**src/rtl/cp0_pkg.sv**
```systemverilog
// cp0_pkg -- shared definitions for the CP0 extension block.
//   Holds the CP0 register addresses, the SR and Cause bit positions, the
//   ExcCode values, and a helper that builds the SR write mask.
//   No ports. Imported by cp0_ext.
package cp0_pkg;

    // CP0 register addresses (the mfc0/mtc0 register number)
    localparam logic [4:0] ADDR_BADVADDR = 5'd8;
    localparam logic [4:0] ADDR_COUNT    = 5'd9;
    localparam logic [4:0] ADDR_COMPARE  = 5'd11;
    localparam logic [4:0] ADDR_SR       = 5'd12;
    localparam logic [4:0] ADDR_CAUSE    = 5'd13;
    localparam logic [4:0] ADDR_EPC      = 5'd14;
    localparam logic [4:0] ADDR_PRID     = 5'd15;

    // SR bit positions
    localparam int SR_IE     = 0;
    localparam int SR_EXL    = 1;
    localparam int SR_IM_LSB = 10;
    localparam int SR_IM_T   = 16;

    // Cause bit positions
    localparam int CAUSE_EXC_LSB = 2;
    localparam int CAUSE_IP_LSB  = 10;
    localparam int CAUSE_TI      = 16;
    localparam int CAUSE_BD      = 31;

    typedef enum logic [4:0] {
        EXC_INT  = 5'd0,
        EXC_ADEL = 5'd4,
        EXC_ADES = 5'd5,
        EXC_RI   = 5'd10,
        EXC_OV   = 5'd12
    } exc_code_e;

    // Only IE, EXL, IM (one bit per external line) and, with the timer, IM_T
    // are storage; every other SR bit reads 0 and ignores writes.
    function automatic logic [31:0] sr_wmask(input int n_hwint, input logic timer_en);
        logic [31:0] m;
        m          = '0;
        m[SR_IE]   = 1'b1;
        m[SR_EXL]  = 1'b1;
        for (int i = 0; i < n_hwint; i++) begin
            m[SR_IM_LSB + i] = 1'b1;
        end
        m[SR_IM_T] = timer_en;
        return m;
    endfunction

    // Address-error exceptions are the only ones that capture BadVAddr
    function automatic logic is_addr_exc(input logic [4:0] code);
        return (code == EXC_ADEL) || (code == EXC_ADES);
    endfunction

endpackage

```
**src/rtl/cp0_timer.sv**
```systemverilog
// cp0_timer -- Count/Compare timer of the CP0 extension.
//   Only instantiated when CP0_EXT_TIMER_EN is defined.
// Ports:
//   clk_i      clock, all state on rising edge
//   rst_i      asynchronous active-high reset
//   cnt_we_i   load Count from wr_data_i this cycle (overrides the increment)
//   cmp_we_i   load Compare from wr_data_i this cycle (also clears TI)
//   wr_data_i  mtc0 write data
//   count_o    current Count
//   compare_o  current Compare
//   ti_o       sticky timer interrupt pending
module cp0_timer (
    input  logic        clk_i,
    input  logic        rst_i,
    input  logic        cnt_we_i,
    input  logic        cmp_we_i,
    input  logic [31:0] wr_data_i,
    output logic [31:0] count_o,
    output logic [31:0] compare_o,
    output logic        ti_o
);

    logic [31:0] count_q, count_d;
    logic [31:0] compare_q, compare_d;
    logic        ti_q, ti_d;

    always_comb begin
        count_d   = cnt_we_i ? wr_data_i : count_q + 32'd1;
        compare_d = cmp_we_i ? wr_data_i : compare_q;
        ti_d      = ti_q;
        // A Compare of 0 means "timer off", so it never matches.
        if (cmp_we_i) begin
            ti_d = 1'b0;
        end else if ((count_q == compare_q) && (compare_q != 32'd0)) begin
            ti_d = 1'b1;
        end
    end

    always_ff @(posedge clk_i or posedge rst_i) begin
        if (rst_i) begin
            count_q   <= '0;
            compare_q <= '0;
            ti_q      <= 1'b0;
        end else begin
            count_q   <= count_d;
            compare_q <= compare_d;
            ti_q      <= ti_d;
        end
    end

    assign count_o   = count_q;
    assign compare_o = compare_q;
    assign ti_o      = ti_q;

endmodule

```
**src/rtl/cp0_ext.sv**
```systemverilog
// cp0_ext -- CP0 exception/interrupt extension: SR, Cause, EPC, BadVAddr,
//   PRId and (optionally) the Count/Compare timer.
//   Build option: define CP0_EXT_TIMER_EN to include the timer (cp0_timer);
//   without it Count/Compare/TI/IM_T read 0 and timer_irq is tied 0.
// Ports:
//   clk, reset           clock; asynchronous active-high reset
//   we/wr_addr/wr_data   mtc0 write (dropped in any cycle that takes req)
//   rd_addr/rd_data      mfc0 combinational read
//   pc, bd, exc_code     victim PC, delay-slot flag, nonzero = exception
//   badvaddr_in          faulting address for AdEL/AdES
//   hwint                level-sensitive external interrupt lines
//   eret                 clears EXL on the next edge
//   req                  enter the handler this cycle (combinational)
//   epc_out              EPC, bypassed with the value being written on req
//   timer_irq            TI pending
module cp0_ext
    import cp0_pkg::*;
#(
    parameter int          N_HWINT  = 6,
    parameter logic [31:0] PRID_VAL = 32'h1937_6075
) (
    input  logic               clk,
    input  logic               reset,
    input  logic               we,
    input  logic [4:0]         wr_addr,
    input  logic [31:0]        wr_data,
    input  logic [4:0]         rd_addr,
    output logic [31:0]        rd_data,
    input  logic [31:0]        pc,
    input  logic               bd,
    input  logic [4:0]         exc_code,
    input  logic [31:0]        badvaddr_in,
    input  logic [N_HWINT-1:0] hwint,
    input  logic               eret,
    output logic               req,
    output logic [31:0]        epc_out,
    output logic               timer_irq
);

`ifdef CP0_EXT_TIMER_EN
    localparam logic TIMER_EN = 1'b1;
`else
    localparam logic TIMER_EN = 1'b0;
`endif
    localparam logic [31:0] SR_WMASK = sr_wmask(N_HWINT, TIMER_EN);

    logic [31:0]        sr_q, sr_d;
    logic [31:0]        epc_q, epc_d;
    logic [31:0]        badv_q;
    logic               cause_bd_q;
    logic [4:0]         cause_exc_q;
    logic [N_HWINT-1:0] ip_q;

    logic [31:0] count, compare;
    logic        ti;
    logic        int_req, exc_req, wr_ok;
    logic [31:0] epc_new;
    logic [31:0] cause_rd;

    // reset gates req so a nonzero exc_code cannot request during reset
    assign int_req = !reset && sr_q[SR_IE] && !sr_q[SR_EXL] &&
                     ((|(hwint & sr_q[SR_IM_LSB +: N_HWINT])) || (ti && sr_q[SR_IM_T]));
    assign exc_req = !reset && (exc_code != 5'd0) && !sr_q[SR_EXL];
    assign req     = int_req || exc_req;
    assign epc_new = bd ? pc - 32'd4 : pc;
    assign epc_out = req ? epc_new : epc_q;
    assign wr_ok   = we && !req;

`ifdef CP0_EXT_TIMER_EN
    cp0_timer u_timer (
        .clk_i     (clk),
        .rst_i     (reset),
        .cnt_we_i  (wr_ok && (wr_addr == ADDR_COUNT)),
        .cmp_we_i  (wr_ok && (wr_addr == ADDR_COMPARE)),
        .wr_data_i (wr_data),
        .count_o   (count),
        .compare_o (compare),
        .ti_o      (ti)
    );
`else
    assign count   = '0;
    assign compare = '0;
    assign ti      = 1'b0;
`endif

    assign timer_irq = ti;

    // eret is applied after an SR write in the same cycle; req overrides both.
    always_comb begin
        sr_d  = sr_q;
        epc_d = epc_q;
        if (req) begin
            sr_d[SR_EXL] = 1'b1;
            epc_d        = epc_new;
        end else begin
            if (wr_ok && (wr_addr == ADDR_SR)) begin
                sr_d = wr_data & SR_WMASK;
            end
            if (wr_ok && (wr_addr == ADDR_EPC)) begin
                epc_d = wr_data;
            end
            if (eret) begin
                sr_d[SR_EXL] = 1'b0;
            end
        end
    end

    always_ff @(posedge clk or posedge reset) begin
        if (reset) begin
            sr_q        <= '0;
            epc_q       <= '0;
            badv_q      <= '0;
            cause_bd_q  <= 1'b0;
            cause_exc_q <= '0;
            ip_q        <= '0;
        end else begin
            sr_q  <= sr_d;
            epc_q <= epc_d;
            ip_q  <= hwint;
            if (req) begin
                cause_bd_q  <= bd;
                // interrupt wins over a simultaneous exception
                cause_exc_q <= int_req ? EXC_INT : exc_code;
                if (!int_req && is_addr_exc(exc_code)) begin
                    badv_q <= badvaddr_in;
                end
            end
        end
    end

    always_comb begin
        cause_rd                                = '0;
        cause_rd[CAUSE_BD]                      = cause_bd_q;
        cause_rd[CAUSE_TI]                      = ti;
        cause_rd[CAUSE_IP_LSB +: N_HWINT]       = ip_q;
        cause_rd[CAUSE_EXC_LSB +: 5]            = cause_exc_q;
    end

    always_comb begin
        rd_data = '0;
        case (rd_addr)
            ADDR_BADVADDR: rd_data = badv_q;
            ADDR_COUNT:    rd_data = count;
            ADDR_COMPARE:  rd_data = compare;
            ADDR_SR:       rd_data = sr_q;
            ADDR_CAUSE:    rd_data = cause_rd;
            ADDR_EPC:      rd_data = epc_out;
            ADDR_PRID:     rd_data = PRID_VAL;
            default:       rd_data = '0;
        endcase
    end

endmodule
```
**config.mk**
```make
export PLATFORM = sky130hd
export DESIGN_NAME = cp0_ext
export DESIGN_NICKNAME = d
export VERILOG_FILES = /design/src/rtl/cp0_pkg.sv /design/src/rtl/cp0_timer.sv /design/src/rtl/cp0_ext.sv
export SDC_FILE = /design/constraint.sdc
export NUM_CORES = 1
export LEC_CHECK = 0
export BUFFER_PORTS_ARGS = -buffer_cell sky130_fd_sc_hd__buf_2
export CORE_MARGIN = 5
export CORE_UTILIZATION = 54
export DETAILED_ROUTE_END_ITERATION = 16
export GPL_TIMING_DRIVEN = 0
export HOLD_SLACK_MARGIN = 0.03
export PLACE_DENSITY = 0.89
export SLEW_MARGIN = 20
export SYNTH_ARGS = -nofsm -noshare
export SYNTH_HDL_FRONTEND = slang
export SYNTH_SLANG_ARGS = --single-unit
export TNS_END_PERCENT = 50
```
**constraint.sdc**
```tcl
create_clock -name clk -period 4.3 [get_ports clk]
set_input_delay 0.645 -clock clk [delete_from_list [all_inputs] [get_ports clk]]
set_output_delay 0.645 -clock clk [all_outputs]
set_load 0.02 [all_outputs]
```
-- Word-level counts from Yosys, hierarchy flattened
Index checks and enable logic that the tools add are counted.
- bits in registers: 84
- word-level logic and storage cells: 49
- mux-type cells: 9
- $add $sub $neg: 1
- equal/unequal tests: 9
- reductions and logical operators: 21
- bitwise logic cells: 2
- operators by type and width (kind ; count):
    one-hot mux 32 bit (5 select lines) ; 1
    2-to-1 mux 32 bit ; 4
    == test 5 x 4 -> 1 bit, second input constant ; 7
    subtractor 32 x 3 -> 32 bit, second input constant ; 1
    == test 5 x 3 -> 1 bit, second input constant ; 2
    logical AND 1 bit ; 9
    bitwise AND 6 bit ; 1
    OR reduction 6 bit ; 1
    2-to-1 mux 5 bit ; 1
    nonzero test 5 bit ; 1
    logical NOT 1 bit ; 4
    AND reduction 2 bit ; 2
    nonzero test 3 bit ; 1
    logical OR 1 bit ; 2
    2-to-1 mux 1 bit ; 2
    2-to-1 mux 2 bit ; 1
    nonzero test 2 bit ; 1
    NOT 1 bit ; 1

-- Depth between registers and ports, before layout
Gate-level depths: netlist of run 1.
- word-level depth: 11
- depth in mapped cells: 7
- mapped depth without buffers: 7

-- Worst setup path before layout of run 1
Ideal clock, no wire load.
- kind: input port to output port
- start point: input port pc[17]
- end point: output port rd_data[31]
- required time: 3655 ps
- path buffers: 1
- cell stages on the path: 6
- path slack: 920 ps
- arrival time: 2735 ps
- path through: or4_4 > or4_4 > buf_4 > nor4_1 > nor3_1 > o31ai_1
- cells in the longest elaborated chain, start to end: 4
- RTL lines (what ; line ; source):
    start, declared ; cp0_ext.sv:29 ; input logic [31:0] pc,
    subtractor 32 x 3 -> 32 bit ; cp0_ext.sv:65 ; assign epc_new = bd ? pc - 32'd4 : pc;
    2-to-1 mux 32 bit ; cp0_ext.sv:65 ;
    2-to-1 mux 32 bit ; cp0_ext.sv:66 ; assign epc_out = req ? epc_new : epc_q;
    one-hot mux 32 bit (5 select lines) ; cp0_ext.sv:141 ; case (rd_addr)
    end, declared ; cp0_ext.sv:28 ; output logic [31:0] rd_data,
Every way passes these cells.

-- Final worst setup path of run 1
- start point: input port pc[6]
- end point: output port rd_data[31]
The elaborated chain is that of the path after synthesis.

==> results of run 1 <==
registers in the layout, summed over array words and instances (netlist names):
register,count
cause_bd_q,1
sr_q,8
badv_q,32
cause_exc_q,5
ip_q,6
epc_q,32
layout by cell type, fill, tap and decap left out, types with 5 or more instances in the layout:
cell / n
buf_2: 188
nand3_1: 16
nand4_1: 7
and2_1: 8
a31oi_1: 11
clkbuf_8: 9
mux2i_1: 14
clkbuf_1: 23
nor3_1: 12
nor4_1: 7
o31ai_1: 9
inv_1: 7
buf_1: 6
inv_6: 5
a21boi_0: 7
nand2_1: 54
a32oi_1: 7
a21oi_1: 42
or3_1: 9
o21ai_0: 23
a211oi_1: 23
xnor2_1: 21
a22oi_1: 7
nor2_1: 51
mux2_2: 39
dfrtp_1: 84
a22o_1: 5
nor2b_1: 15
power by group:
group | switching, W | total [W] | internal (W) | leakage [nW]
combinational | 0.000479 | 0.000808 | 0.000330 | 1.80
sequential | 0.000121 | 0.00109 | 0.000973 | 1.01
clock | 0.000331 | 0.000609 | 0.000278 | 0.105
critical path: stages:
cell,delay (ns)
buf_2,0.12
nor4b_1,0.50
buf_2,0.30
nand4_1,0.49
o31a_1,0.46
nor3_1,0.52
o31ai_1,0.15
buf_2,0.19
layer usage:
metal	GRT usage	share of wire	vias to the layer above
met2	0.510	0.47	352
met5	0	0	-
met1	0.404	0.38	2563
met4	0.132	0.033	0
met3	0.0894	0.12	58
li1	-	-	2479
cell families (layout without fill, tap and decap cells):
| logic type | after synthesis | in the layout | share of synthesized area |
|---|---|---|---|
| simple gates | 202 | 202 | 0.198 |
| buf+inv | 43 | 245 | 0.0335 |
| fa+ha+maj | 1 | 1 | 0.00243 |
| flops | 84 | 84 | 0.408 |
| other cells | 1 | 1 | 0.000727 |
| xor+xnor | 25 | 25 | 0.0425 |
| compound gates | 157 | 157 | 0.202 |
| mux | 53 | 53 | 0.112 |
area by class of cell:
type,count,area share
clock buffer,9,0.0191
clock inverter,7,0.0122
tap,129,0.0249
sequential,84,0.324
multi-input combinational,439,0.445
buffer,34,0.0214
inverter,9,0.00560
timing repair buffer,186,0.147
worst max path at each step:
stage	from	to	slack, ns	depth (start not counted)
detailed placement	pc[6]	rd_data[31]	0.39	8
CTS	pc[6]	rd_data[31]	0.38	8
finish	pc[6]	rd_data[31]	0.26	8
floorplan	pc[17]	rd_data[31]	0.92	6
global route	bd	rd_data[31]	0.07	8
global placement	pc[6]	rd_data[31]	0.42	8
synthesized netlist by cell type, types with 4 or more instances:
cell	count	area share
dfrtp_1	84	0.41
nand2_1	54	0.039
nor2_1	51	0.037
a21oi_1	42	0.041
mux2_2	39	0.085
a211oi_1	23	0.033
clkbuf_1	23	0.017
o21ai_0	23	0.022
xnor2_1	21	0.036
nand3_1	16	0.016
nor2b_1	15	0.018
mux2i_1	14	0.027
nor3_1	12	0.012
a31oi_1	11	0.013
o31ai_1	9	0.013
or3_1	9	0.011
and2_1	8	0.0097
inv_1	8	0.0058
a21boi_0	7	0.010
a22oi_1	7	0.010
a32oi_1	7	0.012
nand4_1	7	0.0085
nor4_1	7	0.0085
buf_1	6	0.0044
a22o_1	5	0.0085
a21o_1	4	0.0058
nor3b_1	4	0.0058
o31a_1	4	0.0068
xor2_1	4	0.0068
stage by stage:
stage           util  std cells  cell area [µm²]  hold slack, ns
2_1_floorplan      -        566             5150           0.440
3_3_place_gp   0.672        880             6240           0.450
3_5_place_dp   0.676        881             6270           0.457
4_1_cts        0.697        897             6470           0.344
5_1_grt        0.698        897             6480           0.368
6_report       0.698        897             6480           0.329
==> results.ini, run 1 <==
[status]
outcome=completed

[layout]
fillers=782
syn2layout_area_growth_pct=25.7
final_nets=886
seq_area_um2=2100
multi_input_area_um2=2890
diodes=0
drive_gt1_frac=0.340

[sta]
max_freq_mhz=248
final_hold_viol_count=0
setup_tns_ns=0
period_share=0.939
min_period_ns=4.04
fin_worst_skew_ns=0.00880
slew_headroom=0.497
setup_viol=0
tightest_slew_ns=0.749
rsz0062_at_grt=false
worst_slack_ns=0.263
slew_violations=0

[grt]
grt_overflow=0
grt_use_total=0.318
antenna_found_initial=0
grt_max_degree=49
grt_pass1_vias=5400
grt_pass1_wl_um=28600

[worst_setup_path]
critPathMaxFanout=10
reg2reg_from=sr_q[11]
cp.arrival_ns=3.39
critical_path_class=input port to primary output
end_kind=primary output
r2r_setup_slack_ns=1.48
r2r_cells=6
startpoint_type=input port
timing.rr.end=sr_q[1]
crit_required_ns=3.65

[place]
gp_congestion=0.939
place_ws_ns=0.391
hpwl_um=14400
port_buffers=185

[synthesis]
synth_seq_area_share=0.408
netlist_area_um2=5150
ys_warn_count=0
syn-instance-count=566
syn-num-nets=689
ys_types=57
ys_seq_elements=84
synth-edff-count=0
synthFlopType=dfrtp_1
postSynth.asyncResetShare=1.00
synth_area_per_cell_um2=9.11

[route]
drc=0
wl_per_cell_um=20.7
route.vias.total=5452
via_per_inst=6.08
drt_iter0_drc=456
ant_nets=0
dr.pass1.iters=7
wl_um=18500

[cts]
h-tree-depth=3
clockBufferDepth=2
cts_buffers=9
clkTransAtPathRegs_ns=0.10
postCtsHoldBufs=0
cts_resized=0
cts_setup_buffers=0
clockRootBuffer=clkbuf_8
cts_tree=done
cts.sinks=84
clock_latency_ns=0.36

[power_and_ir_drop]
finalPower_w=0.00251
power_leakage_nw=2.91
power_density_nw_per_um2=388
peakVddDrop_mv=0.201

[floorplanning]
die_h_um=108
initial_utilization=0.555
io-pin-count=188
core-area_um2=9280
die_x_um=108
row_count=35
dieArea_um2=11600

[run]
maxCapViolCount=0

[hold_path]
hp-class=input port to async pin

No activity file was read; power rests on OpenSTA's default activity.
==> run 2: changes to the inputs <==
--- a/config.mk
+++ b/config.mk
@@ -7,11 +7,11 @@
 export LEC_CHECK = 0
 export BUFFER_PORTS_ARGS = -buffer_cell sky130_fd_sc_hd__buf_2
 export CORE_MARGIN = 5
-export CORE_UTILIZATION = 54
+export CORE_UTILIZATION = 50
 export DETAILED_ROUTE_END_ITERATION = 16
 export GPL_TIMING_DRIVEN = 0
 export HOLD_SLACK_MARGIN = 0.03
-export PLACE_DENSITY = 0.89
+export PLACE_DENSITY = 0.84
 export SLEW_MARGIN = 20
 export SYNTH_ARGS = -nofsm -noshare
 export SYNTH_HDL_FRONTEND = slang
==> constraint.sdc (replaced) <==
create_clock -name clk -period 4.3 [get_ports clk]
set_input_delay 0.215 -clock clk [delete_from_list [all_inputs] [get_ports clk]]
set_output_delay 0.215 -clock clk [all_outputs]
set_load 0.02 [all_outputs]
==> run 2 against run 1 <==
Net effect:
- hold slack got worse by 0.27 ns
- clock skew is 0.0071 ns higher
- routed wire length rose by 2.4%
- total power is 0.94% lower
- critical path type unchanged
- critical endpoint is now rd_data[30]
- largest cell class unchanged
==> results.ini, run 2 (synthesis gave the netlist of run 1 again) <==
[worst_setup_path]
cp.arrival_ns=3.51  ; +0.12 ns
r2r_cells=5  ; -1
crit_top_cell=buf_2
cp_cell_sequence=dlygate4sd3_1 -> buf_2 -> nor3b_1 -> o31a_1 -> nor2_2 -> inv_2 -> clkbuf_1 -> nand2_1 -> o21ai_0 -> buf_2
critical_path_class=input port to primary output
crit_required_ns=4.09  ; +0.44 ns
critPathMaxFanout=10  ; unchanged
timing.rr.end=badv_q[24]
critPathMaxStageDelay_ns=0.54  ; +0.02 ns
r2r_setup_slack_ns=1.45  ; -0.03 ns
reg2reg_from=sr_q[13]
path_delay_family=buffers and inverters
end_kind=primary output
startpoint_type=input port
cp_num_buf_inv=5  ; +2
critPathSlowestCell=dlygate4sd3_1

[route]
route.vias.total=5551  ; +1.8%
wl_um=19000  ; +2.4%
dr.pass1.iters=5  ; -2
via_per_inst=6.11  ; +0.47%
ant_nets=0  ; unchanged
wl_per_cell_um=20.9  ; +1.0%
drt_iter0_drc=589  ; +29%
drc=0  ; unchanged

[cts]
cts.sinks=84  ; unchanged
cts_tree=done
clkTransAtPathRegs_ns=0.09  ; about the same
cts_buffers=9  ; unchanged
clockRootBuffer=clkbuf_8
h-tree-depth=3  ; unchanged
cts_resized=0  ; unchanged
clock_latency_ns=0.37  ; about the same
clockBufferDepth=2  ; unchanged
cts_setup_buffers=0  ; unchanged

[power_and_ir_drop]
power_leakage_nw=2.93  ; +0.72%
power_density_nw_per_um2=380  ; -1.9%
peakVddDrop_mv=0.190  ; -5.4%

[floorplanning]
die_x_um=112  ; +3.6%
dieArea_um2=12400  ; +7.2%
core-area_um2=10200  ; +9.7%
initial_utilization=0.506  ; -0.0491
die_h_um=112  ; +3.6%
row_count=37  ; +5.7%
io-pin-count=188  ; unchanged

[place]
port_buffers=185  ; unchanged
gp_congestion=0.896  ; -4.6%
hpwl_um=14600  ; +1.1%

[sta]
min_period_ns=3.72  ; -0.314 ns
setup_viol=0  ; unchanged
final_hold_viol_count=0  ; unchanged
whs_ns=0.0559  ; -0.273 ns
fin_worst_skew_ns=0.0159  ; +0.00714 ns
slew_headroom=0.277  ; -0.220
max_freq_mhz=269  ; +8.4%
tightest_slew_ns=1.08  ; +0.334 ns
setup_tns_ns=0  ; unchanged
period_share=0.866  ; -0.0731
slew_violations=0  ; unchanged
rsz0062_at_grt=false

[grt]
antenna_found_initial=0  ; unchanged
grt_pass1_vias=5654  ; +4.7%
grt_use_total=0.303  ; -0.0148
grt_max_degree=54  ; +10%
grt_pass1_wl_um=30100  ; +5.0%
grt_overflow=0  ; unchanged

[run]
maxCapViolCount=0  ; unchanged

[layout]
layout_common_cells=buf_2, dfrtp_1, nand2_1, nor2_1, a21oi_1
syn2layout_area_growth_pct=26.9
diodes=0  ; unchanged
drive_gt1_frac=0.332  ; -0.00737
final_nets=893  ; +0.79%
mostFrequentLayoutCell=buf_2
reg_top3=badv_q (32), epc_q (32), sr_q (8)

[hold_path]
whs_endpoint=sr_q[1]
hp-class=input port to flop
holdPathStages=2
min_from=eret

[status]
outcome=completed

-- run 2: where the power goes --
part           switching, W  internal (W)  total, W  leakage (nW)
Clock              0.000286      0.000294  0.000579        0.0983
Combinational      0.000483      0.000334  0.000817          1.83
Sequential         0.000119      0.000973   0.00109          1.01
-- run 2: stage by stage --
step	utilization	cells	power, W	cell area (µm²)	worst slack [ns]
after floorplan	-	566	0.00159	5150	1.78
after global placement	0.614	887	0.00187	6250	0.826
after detailed placement	0.617	888	0.00190	6280	1.16
after CTS	0.642	909	0.00248	6540	0.724
after global routing	0.642	909	0.00263	6540	0.424
final	0.642	909	0.00249	6540	0.577
-- run 2: layout make-up --
class                           count  area [µm²]
Fill cell                         883        3640
Multi-Input combinational cell    439        2880
Sequential cell                    84        2100
Timing Repair Buffer              193        1020
Tap cell                          136         170
Clock buffer                       12         155
Buffer                             34         139
Inverter                            9        36.3
Clock inverter                      2        35.0
-- run 2: metal layers --
metal / track usage / vias to the layer above / part of all wire
met4: 0.145 / 0 / 0.043
met5: 0 / - / 0
met3: 0.0897 / 65 / 0.12
met2: 0.492 / 407 / 0.46
met1: 0.371 / 2595 / 0.38
li1: - / 2484 / -
-- run 2: what timing repair did --
item | 4_1_cts | 5_1_grt
hold endpoints to repair | 37 | 0
endpoints found under the setup margin | 0 | 0
hold buffers | 7 | 0
-- run 2: worst max-delay path by stage --
| stage | startpoint | to | slack (ns) | cells past startpoint |
|---|---|---|---|---|
| 5_1_grt | reset | rd_data[30] | 0.42 | 10 |
| 4_1_cts | reset | rd_data[30] | 0.72 | 10 |
| 3_3_place_gp | reset | epc_q[17] | 0.83 | 2 |
| 6_report | reset | rd_data[30] | 0.58 | 10 |
| 2_1_floorplan | pc[17] | rd_data[31] | 1.78 | 6 |
| 3_5_place_dp | pc[6] | rd_data[31] | 1.16 | 8 |
